===== src/rtl/id_stage_pipe_if.sv =====
// ---------------------------------------------------------------------------
// id_stage_pipe_if
// Bundles the fetch-side input handshake, the writeback port and the
// registered ID/EX output handshake of the decode stage.
//
// Handshake rule (both sides): a transfer happens on a rising clk edge where
// valid && ready are both high. The producer holds its payload stable while
// valid && !ready. ready may depend combinationally on valid-side state.
//
// Signals:
//   in_valid/in_ready, ins, pc       fetch -> decode instruction handshake
//   RegWrite, wb_rd, wd              writeback register-file write port
//   flush                            kill held and incoming instruction
//   out_valid/out_ready              decode -> execute handshake
//   rd1, rd2, immOut, branch,
//   jTarget, out_pc, out_rd,
//   out_rs1, out_rs2, out_is_load    ID/EX payload
//   out_illegal                      only when ID_ILLEGAL_TRAP_EN is defined
//
// Modports: slave = the decode stage, master = its environment.
// ---------------------------------------------------------------------------
interface id_stage_pipe_if #(
   parameter int XLEN = 32
);
   logic            in_valid;
   logic            in_ready;
   logic [31:0]     ins;
   logic [XLEN-1:0] pc;
   logic            RegWrite;
   logic [4:0]      wb_rd;
   logic [XLEN-1:0] wd;
   logic            flush;
   logic            out_valid;
   logic            out_ready;
   logic [XLEN-1:0] rd1;
   logic [XLEN-1:0] rd2;
   logic [XLEN-1:0] immOut;
   logic [XLEN-1:0] branch;
   logic [XLEN-1:0] jTarget;
   logic [XLEN-1:0] out_pc;
   logic [4:0]      out_rd;
   logic [4:0]      out_rs1;
   logic [4:0]      out_rs2;
   logic            out_is_load;
`ifdef ID_ILLEGAL_TRAP_EN
   logic            out_illegal;
`endif

   modport slave (
      input  in_valid, ins, pc, RegWrite, wb_rd, wd, flush, out_ready,
`ifdef ID_ILLEGAL_TRAP_EN
      output out_illegal,
`endif
      output in_ready, out_valid, rd1, rd2, immOut, branch, jTarget,
             out_pc, out_rd, out_rs1, out_rs2, out_is_load
   );

   modport master (
      output in_valid, ins, pc, RegWrite, wb_rd, wd, flush, out_ready,
`ifdef ID_ILLEGAL_TRAP_EN
      input  out_illegal,
`endif
      input  in_ready, out_valid, rd1, rd2, immOut, branch, jTarget,
             out_pc, out_rd, out_rs1, out_rs2, out_is_load
   );
endinterface


===== src/rtl/id_stage_pipe.sv =====
// ---------------------------------------------------------------------------
// id_stage_pipe
// Pipelined RV32I/RV64I instruction-decode stage: register file with
// write-through bypass, immediate generation for every format, load-use
// bubble insertion, and a registered ID/EX stage with valid/ready.
//
// Ports:
//   clk    rising-edge clock
//   reset  synchronous, active-high; clears ID/EX, leaves register file alone
//   bus    id_stage_pipe_if.slave (fetch handshake, writeback port, flush,
//          ID/EX handshake and payload)
//
// Parameters:
//   XLEN   datapath width (32 or 64); immediates sign-extend to XLEN
//   NREG   architectural registers (32, or 16 for RV32E); only the low
//          clog2(NREG) address bits index the register file
//
// Optional feature macro: ID_ILLEGAL_TRAP_EN adds bus.out_illegal, set for
// unknown opcodes, ins[1:0]!=2'b11, or (NREG=16) a used register field >= 16.
// ---------------------------------------------------------------------------
module id_stage_pipe #(
   parameter int XLEN = 32,
   parameter int NREG = 32
) (
   input logic          clk,
   input logic          reset,
   id_stage_pipe_if.slave bus
);
   localparam int AW = $clog2(NREG);

   typedef enum logic [2:0] {
      FMT_R, FMT_I, FMT_S, FMT_B, FMT_U, FMT_J, FMT_X
   } fmt_t;

   // ---------------- field extraction ----------------
   logic [6:0] opcode;
   logic [4:0] rs1, rs2, rd;
   assign opcode = bus.ins[6:0];
   assign rd     = bus.ins[11:7];
   assign rs1    = bus.ins[19:15];
   assign rs2    = bus.ins[24:20];

   fmt_t fmt;
   always_comb begin
      fmt = FMT_X;
      case (opcode)
         7'b0110011:                                     fmt = FMT_R;
         7'b0010011, 7'b0000011, 7'b1100111, 7'b1110011: fmt = FMT_I;
         7'b0100011:                                     fmt = FMT_S;
         7'b1100011:                                     fmt = FMT_B;
         7'b0110111, 7'b0010111:                         fmt = FMT_U;
         7'b1101111:                                     fmt = FMT_J;
         default:                                        fmt = FMT_X;
      endcase
   end

   logic uses_rs2;
   assign uses_rs2 = (fmt == FMT_R) || (fmt == FMT_S) || (fmt == FMT_B);

   // ---------------- immediates ----------------
   // Narrow signed temporaries; the size cast to XLEN sign-extends them.
   logic signed [11:0] raw_i, raw_s;
   logic signed [12:0] raw_b;
   logic signed [31:0] raw_u;
   logic signed [20:0] raw_j;
   assign raw_i = bus.ins[31:20];
   assign raw_s = {bus.ins[31:25], bus.ins[11:7]};
   assign raw_b = {bus.ins[31], bus.ins[7], bus.ins[30:25], bus.ins[11:8], 1'b0};
   assign raw_u = {bus.ins[31:12], 12'b0};
   assign raw_j = {bus.ins[31], bus.ins[19:12], bus.ins[20], bus.ins[30:21], 1'b0};

   logic [XLEN-1:0] imm_b, imm_j, imm_sel;
   assign imm_b = XLEN'(raw_b);
   assign imm_j = XLEN'(raw_j);

   always_comb begin
      imm_sel = '0;
      case (fmt)
         FMT_I:   imm_sel = XLEN'(raw_i);
         FMT_S:   imm_sel = XLEN'(raw_s);
         FMT_B:   imm_sel = imm_b;
         FMT_U:   imm_sel = XLEN'(raw_u);
         FMT_J:   imm_sel = imm_j;
         default: imm_sel = '0;
      endcase
   end

   // ---------------- register file with write-through bypass ----------------
   logic [XLEN-1:0] rf [NREG];
   logic [AW-1:0]   wa, ra1, ra2;
   logic            wr_en;
   assign wa    = bus.wb_rd[AW-1:0];
   assign ra1   = rs1[AW-1:0];
   assign ra2   = rs2[AW-1:0];
   assign wr_en = bus.RegWrite && (wa != '0);

   always_ff @(posedge clk) begin
      if (wr_en) rf[wa] <= bus.wd;
   end

   logic [XLEN-1:0] rdata1, rdata2;
   always_comb begin
      rdata1 = '0;
      rdata2 = '0;
      if (ra1 != '0) rdata1 = (wr_en && wa == ra1) ? bus.wd : rf[ra1];
      if (ra2 != '0) rdata2 = (wr_en && wa == ra2) ? bus.wd : rf[ra2];
   end

   // ---------------- ID/EX register and handshake ----------------
   logic            q_valid, q_is_load;
   logic [XLEN-1:0] q_rd1, q_rd2, q_imm, q_branch, q_jtarget, q_pc;
   logic [4:0]      q_rd, q_rs1, q_rs2;

   logic advance, hazard, accept;
   assign advance = !q_valid || bus.out_ready;
   // The held load's data is not available until it reaches memory, so a
   // dependent instruction waits one cycle behind a bubble.
   assign hazard  = q_valid && q_is_load && (q_rd != 5'd0) &&
                    ((q_rd == rs1) || (uses_rs2 && (q_rd == rs2)));
   assign bus.in_ready = advance && !hazard && !bus.flush && !reset;
   assign accept  = bus.in_valid && bus.in_ready;

`ifdef ID_ILLEGAL_TRAP_EN
   logic illegal, q_illegal, bad_reg;
   always_comb begin
      bad_reg = 1'b0;
      if (NREG == 16) begin
         bad_reg = ((fmt == FMT_R || fmt == FMT_I || fmt == FMT_U || fmt == FMT_J) && rd[4]) ||
                   ((fmt == FMT_R || fmt == FMT_I || fmt == FMT_S || fmt == FMT_B) && rs1[4]) ||
                   (uses_rs2 && rs2[4]);
      end
   end
   assign illegal = (fmt == FMT_X) || (bus.ins[1:0] != 2'b11) || bad_reg;
   always_ff @(posedge clk) begin
      if (reset)                      q_illegal <= 1'b0;
      else if (!bus.flush && accept)  q_illegal <= illegal;
   end
   assign bus.out_illegal = q_illegal;
`else
   // Unknown opcodes pass down with immOut=0 and no trap indication.
`endif

   always_ff @(posedge clk) begin
      if (reset) begin
         q_valid   <= 1'b0;
         q_rd1     <= '0;
         q_rd2     <= '0;
         q_imm     <= '0;
         q_branch  <= '0;
         q_jtarget <= '0;
         q_pc      <= '0;
         q_rd      <= '0;
         q_rs1     <= '0;
         q_rs2     <= '0;
         q_is_load <= 1'b0;
      end else if (bus.flush) begin
         q_valid <= 1'b0;
      end else if (advance) begin
         // Advancing without an accept (hazard or idle fetch) leaves a bubble.
         q_valid <= accept;
         if (accept) begin
            q_rd1     <= rdata1;
            q_rd2     <= rdata2;
            q_imm     <= imm_sel;
            q_branch  <= imm_b;
            q_jtarget <= imm_j;
            q_pc      <= bus.pc;
            q_rd      <= rd;
            q_rs1     <= rs1;
            q_rs2     <= rs2;
            q_is_load <= (opcode == 7'b0000011);
         end
      end
   end

   assign bus.out_valid   = q_valid;
   assign bus.rd1         = q_rd1;
   assign bus.rd2         = q_rd2;
   assign bus.immOut      = q_imm;
   assign bus.branch      = q_branch;
   assign bus.jTarget     = q_jtarget;
   assign bus.out_pc      = q_pc;
   assign bus.out_rd      = q_rd;
   assign bus.out_rs1     = q_rs1;
   assign bus.out_rs2     = q_rs2;
   assign bus.out_is_load = q_is_load;
endmodule


===== src/flat_wrapper.sv =====
// flat-port wrapper written by rule: the top's interface ports become plain ports
module id_stage_pipe_flat 
#(
   parameter int XLEN = 32,
   parameter int NREG = 32
)
  (clk, reset, bus_in_valid, bus_ins, bus_pc, bus_RegWrite, bus_wb_rd, bus_wd, bus_flush, bus_out_ready, bus_in_ready, bus_out_valid, bus_rd1, bus_rd2, bus_immOut, bus_branch, bus_jTarget, bus_out_pc, bus_out_rd, bus_out_rs1, bus_out_rs2, bus_out_is_load);
  id_stage_pipe_if #(.XLEN(XLEN)) bus_i ();
  input logic clk;
  input logic reset;
  input wire logic [$bits(bus_i.in_valid)-1:0] bus_in_valid;
  input wire logic [$bits(bus_i.ins)-1:0] bus_ins;
  input wire logic [$bits(bus_i.pc)-1:0] bus_pc;
  input wire logic [$bits(bus_i.RegWrite)-1:0] bus_RegWrite;
  input wire logic [$bits(bus_i.wb_rd)-1:0] bus_wb_rd;
  input wire logic [$bits(bus_i.wd)-1:0] bus_wd;
  input wire logic [$bits(bus_i.flush)-1:0] bus_flush;
  input wire logic [$bits(bus_i.out_ready)-1:0] bus_out_ready;
  output wire logic [$bits(bus_i.in_ready)-1:0] bus_in_ready;
  output wire logic [$bits(bus_i.out_valid)-1:0] bus_out_valid;
  output wire logic [$bits(bus_i.rd1)-1:0] bus_rd1;
  output wire logic [$bits(bus_i.rd2)-1:0] bus_rd2;
  output wire logic [$bits(bus_i.immOut)-1:0] bus_immOut;
  output wire logic [$bits(bus_i.branch)-1:0] bus_branch;
  output wire logic [$bits(bus_i.jTarget)-1:0] bus_jTarget;
  output wire logic [$bits(bus_i.out_pc)-1:0] bus_out_pc;
  output wire logic [$bits(bus_i.out_rd)-1:0] bus_out_rd;
  output wire logic [$bits(bus_i.out_rs1)-1:0] bus_out_rs1;
  output wire logic [$bits(bus_i.out_rs2)-1:0] bus_out_rs2;
  output wire logic [$bits(bus_i.out_is_load)-1:0] bus_out_is_load;
  assign bus_i.in_valid = bus_in_valid;
  assign bus_i.ins = bus_ins;
  assign bus_i.pc = bus_pc;
  assign bus_i.RegWrite = bus_RegWrite;
  assign bus_i.wb_rd = bus_wb_rd;
  assign bus_i.wd = bus_wd;
  assign bus_i.flush = bus_flush;
  assign bus_i.out_ready = bus_out_ready;
  assign bus_in_ready = bus_i.in_ready;
  assign bus_out_valid = bus_i.out_valid;
  assign bus_rd1 = bus_i.rd1;
  assign bus_rd2 = bus_i.rd2;
  assign bus_immOut = bus_i.immOut;
  assign bus_branch = bus_i.branch;
  assign bus_jTarget = bus_i.jTarget;
  assign bus_out_pc = bus_i.out_pc;
  assign bus_out_rd = bus_i.out_rd;
  assign bus_out_rs1 = bus_i.out_rs1;
  assign bus_out_rs2 = bus_i.out_rs2;
  assign bus_out_is_load = bus_i.out_is_load;
  id_stage_pipe #(.XLEN(XLEN), .NREG(NREG)) u_core (.clk(clk), .reset(reset), .bus(bus_i));
endmodule

===== config.mk =====
export PLATFORM = sky130hd
export DESIGN_NAME = id_stage_pipe_flat
export DESIGN_NICKNAME = d
export VERILOG_FILES = /design/src/rtl/id_stage_pipe_if.sv /design/src/rtl/id_stage_pipe.sv /design/src/flat_wrapper.sv
export SDC_FILE = /design/constraint.sdc
export NUM_CORES = 2
export LEC_CHECK = 0
export BUFFER_PORTS_ARGS = -buffer_cell sky130_fd_sc_hd__buf_2
export CAP_MARGIN = 25
export CELL_PAD_IN_SITES_DETAIL_PLACEMENT = 1
export CELL_PAD_IN_SITES_GLOBAL_PLACEMENT = 1
export CORE_ASPECT_RATIO = 0.7
export CORE_UTILIZATION = 56
export DETAILED_ROUTE_END_ITERATION = 7
export GPL_TIMING_DRIVEN = 1
export PLACE_DENSITY = 0.82
export SLEW_MARGIN = 20
export SYNTH_ARGS = -nofsm -noshare
export SYNTH_HDL_FRONTEND = slang
export SYNTH_SLANG_ARGS = --single-unit

===== constraint.sdc =====
create_clock -name clk -period 4.26 [get_ports clk]
set_input_delay 0 -clock clk [delete_from_list [all_inputs] [get_ports clk]]
set_output_delay 0 -clock clk [all_outputs]
set_load 0.005 [all_outputs]

==> results.ini <==
[route]
detail-route-antenna-nets = 0
wire_per_inst_um = 41.27
drt_iter0_markers = 6524
route.detailed.drc = 0
dr.pass1.iters = 6
vias = 38560
vias_per_cell = 7.651
wl_mm = 208.0

[worst_setup_path]
setup.worst_path.start_class = input pin
rrSetupSlack_ns = 0.86
rr_startpoint = u_core.bus.out_rd[0]
startpoint = bus_ins[2]
r2r_cells = 8
cp_max_fo = 65
required_ns = 4.92
cp_data_arrival_time_ns = 4.27
path_class = input pin to register
cp-end-kind = register
crit_path_end = u_core.bus.immOut[31]
timing.rr.end = u_core.bus.immOut[31]

[cells_and_area]
layout-drive-gt1-share_pct = 27.54
fin_nets = 3794
fin_util_pct = 65.62
syn_to_final_growth_pct = 15.63

[logic_synthesis]
yosysTopAreaCell = edfxtp_1
synthAdderAreaFrac_pct = 0.02338
synthCells = 3319
synthTopCellsByArea = edfxtp_1 (57%), mux4_2 (14%), mux2i_1 (6.8%)
synth_top_area_share_pct = 57.45
muxShareOfSynthArea_pct = 20.74
synth-seq-cells = 1179
synth_compound_area_share_pct = 8.565
yosysUniqueCellTypes = 67
avgSynthCellArea_um2 = 16.13
seq_area_frac_synth_pct = 63.24
postSynth.asyncResetShare_pct = 0
synth_edf_count = 1024
synthFlopType = edfxtp_1
yosysWarnings = 0
synthesis.area_um2 = 53530
synthSimpleGateAreaFrac_pct = 3.950
synth_top_family_by_area = multiplexers
synth_xor_area_share_pct = 0.3273

[timing]
fin_crit_sh_pct = 84.83
rsz0062_at_grt = no
fin_ws_ns = 0.6463
hold_viol_final = 0
fmax_mhz = 276.7
worstMarginPinSlew_ns = 1.125
slew_viol_final = 0
finalSetupViolCount = 0
slew_headroom_pct = 24.69
fin_crit_ns = 3.614
setup-tns-final_ns = 0
fin_skew_ns = 0.03791

[placed_design]
gp_congestion = 0.8996
port_buffers = 314
pre_cts_ws_ns = 0.8214
hpwlAfterDp_mm = 117.1

[flow_run]
cap_viol_max_count = 0

[grt]
grt_pass1_vias = 39640
grt_first_pass_wirelength_mm = 291.0
grt_use_total_pct = 42.72
grt_overflow = 0
grt_antenna_before_repair = 5
grt_max_degree = 86

[floorplan]
core.rowCount = 94
coreArea_um2 = 94330
dieWidth_um = 371.5
dieHeight_um = 260.7
io_pins = 317
dieArea_um2 = 96840
start_util_pct = 56.75

[clock_tree]
numCtsBuffers = 113
cts.sinks = 1179
path_clk_slew_ns = 0.07
htreeDepth = 3
cts_tree = yes
clock_tree.buffer_depth = 3
post_cts_buffers = 0
cts_root_buf = clkbuf_16
clk_latency_ns = 0.78

[run_status]
status = completed

[pwr]
p_leak_nw = 21.53
p_total_mw = 26.42
power_density_nw_per_um2 = 426.8
vdd_drop_max_v = 0.0004421

[min_path]
hp-class = input pin to register

==> where the power goes <==
group | switching, mW | internal [mW]
Clock | 4.82 | 6.38
Sequential | 0.148 | 12.7
Combinational | 1.47 | 0.874
Total | 6.43 | 20.0
==> layout make-up <==
type | count | area, um^2
Fill cell | 8249 | 32430
Tap cell | 1248 | 1562
Inverter | 12 | 45.04
Multi-Input combinational cell | 1836 | 18450
Antenna cell | 5 | 12.51
Timing Repair Buffer | 544 | 3934
Clock buffer | 157 | 3286
Clock inverter | 59 | 755.7
Sequential cell | 1179 | 33850
==> critical path, stage by stage <==
cell           delay (ns)
dlygate4sd3_1        0.52
buf_2                0.21
and4bb_2             0.30
and2_1               0.26
inv_1                0.16
ha_1                 0.23
o31ai_2              0.10
nor2_1               0.70
o31a_2               0.28
buf_4                0.59
nand3_1              0.17
dlygate4sd3_1        0.60
a21oi_1              0.13
==> cell usage in the layout (no fill, tap or decap), types with 13 or more instances in the layout <==
master,Yosys,layout
a22oi_1,103,103
edfxtp_1,1024,1024
dfxtp_1,155,155
nor2_1,80,46
clkbuf_8,0,20
clkbuf_1,130,18
a221o_1,31,31
buf_4,69,104
o21ai_0,79,78
nor3_1,25,24
bufinv_16,0,16
nor2_4,0,32
mux4_2,332,332
clkinv_2,0,27
nor3b_1,15,13
nand2_1,188,188
dlygate4sd3_1,0,100
xor2_1,13,13
nand4_1,34,34
mux2i_1,362,362
o221ai_1,32,32
a22o_1,73,73
buf_2,103,308
nand3_1,39,38
o22ai_1,89,89
a211oi_1,22,22
buf_12,0,25
a21oi_1,126,125
clkbuf_16,0,117
a221oi_1,44,44
conb_1,1,34
==> how the worst min path moves through the flow <==
stage / startpoint / to / slack, ns / depth (start not counted)
after global placement: bus_pc[4] / u_core.bus.out_pc[4] / 0.24 / 3
final: bus_pc[1] / u_core.bus.out_pc[1] / 0.04 / 4
after detailed placement: bus_pc[4] / u_core.bus.out_pc[4] / 0.25 / 3
after global routing: bus_pc[1] / u_core.bus.out_pc[1] / 0.04 / 4
after floorplan: bus_wd[0] / u_core.rf[0][0] / 0.1 / 0
after CTS: bus_ins[3] / u_core.bus.immOut[11] / 0.02 / 6
==> timing repair <==
| action | 4_1_cts | 5_1_grt |
|---|---|---|
| hold buffers | 100 | 0 |
| setup endpoints to repair | 0 | 0 |
| hold endpoints to repair | 1142 | 0 |
| resized for setup | 0 | 0 |
==> cells by family (layout without fill, tap and decap cells) <==
kind of cell | count (synthesis) | count (layout)
muxes | 694 | 694
adders and majority gates | 1 | 1
buffers and inverters | 337 | 772
AOI/OAI and AO/OA | 644 | 644
and+or+nand+nor | 443 | 443
DFF | 1179 | 1179
other | 1 | 39
xor gates and xnor gates | 20 | 20
==> flip-flops by register name, summed over array words and instances (netlist names) <==
signal                  cells
u_core.bus.out_rs1          4
u_core.bus.out_pc          32
u_core.bus.jTarget          5
u_core.bus.out_is_load      1
u_core.bus.out_rs2          4
u_core.bus.out_valid        1
u_core.bus.rd2             32
u_core.bus.rd1             32
u_core.bus.immOut          32
u_core.bus.branch           8
u_core.rf                1024
u_core.bus.out_rd           4
==> cell usage after synthesis (all sizes together) (7+ instances only) <==
master	n
nand4	35
o22ai	89
xor2	13
a22o	73
o21ai	79
mux4	332
a22oi	103
xnor2	7
nand3	39
o221ai	32
nor3b	16
nand3b	11
nor2b	9
mux2i	362
clkbuf	130
a221o	31
or3	8
a21oi	126
buf	195
a221oi	45
a211o	12
nand2	188
a2111oi	11
nor3	26
dfxtp	155
nor2	81
a211oi	23
inv	12
edfxtp	1024
==> metrics by stage <==
stage                     instance area, um^2  hold WS [ns]  instances
after floorplan                         53650       0.09887       3352
after detailed placement                56780        0.2528       4716
final                                   61890       0.03690       5040
after CTS                               61820       0.01538       5032
after global routing                    61880       0.04254       5035
after global placement                  56780        0.2404       4716
==> routing by layer <==
layer	routed length (um)	GRT usage [%]	vias to the layer above
li1	-	-	14320
met1	71680	54.60	19730
met2	94220	64.63	3580
met3	29760	14.91	923
met4	12310	22.69	6
met5	36	0	-
Power figures use the tool's default switching activity.
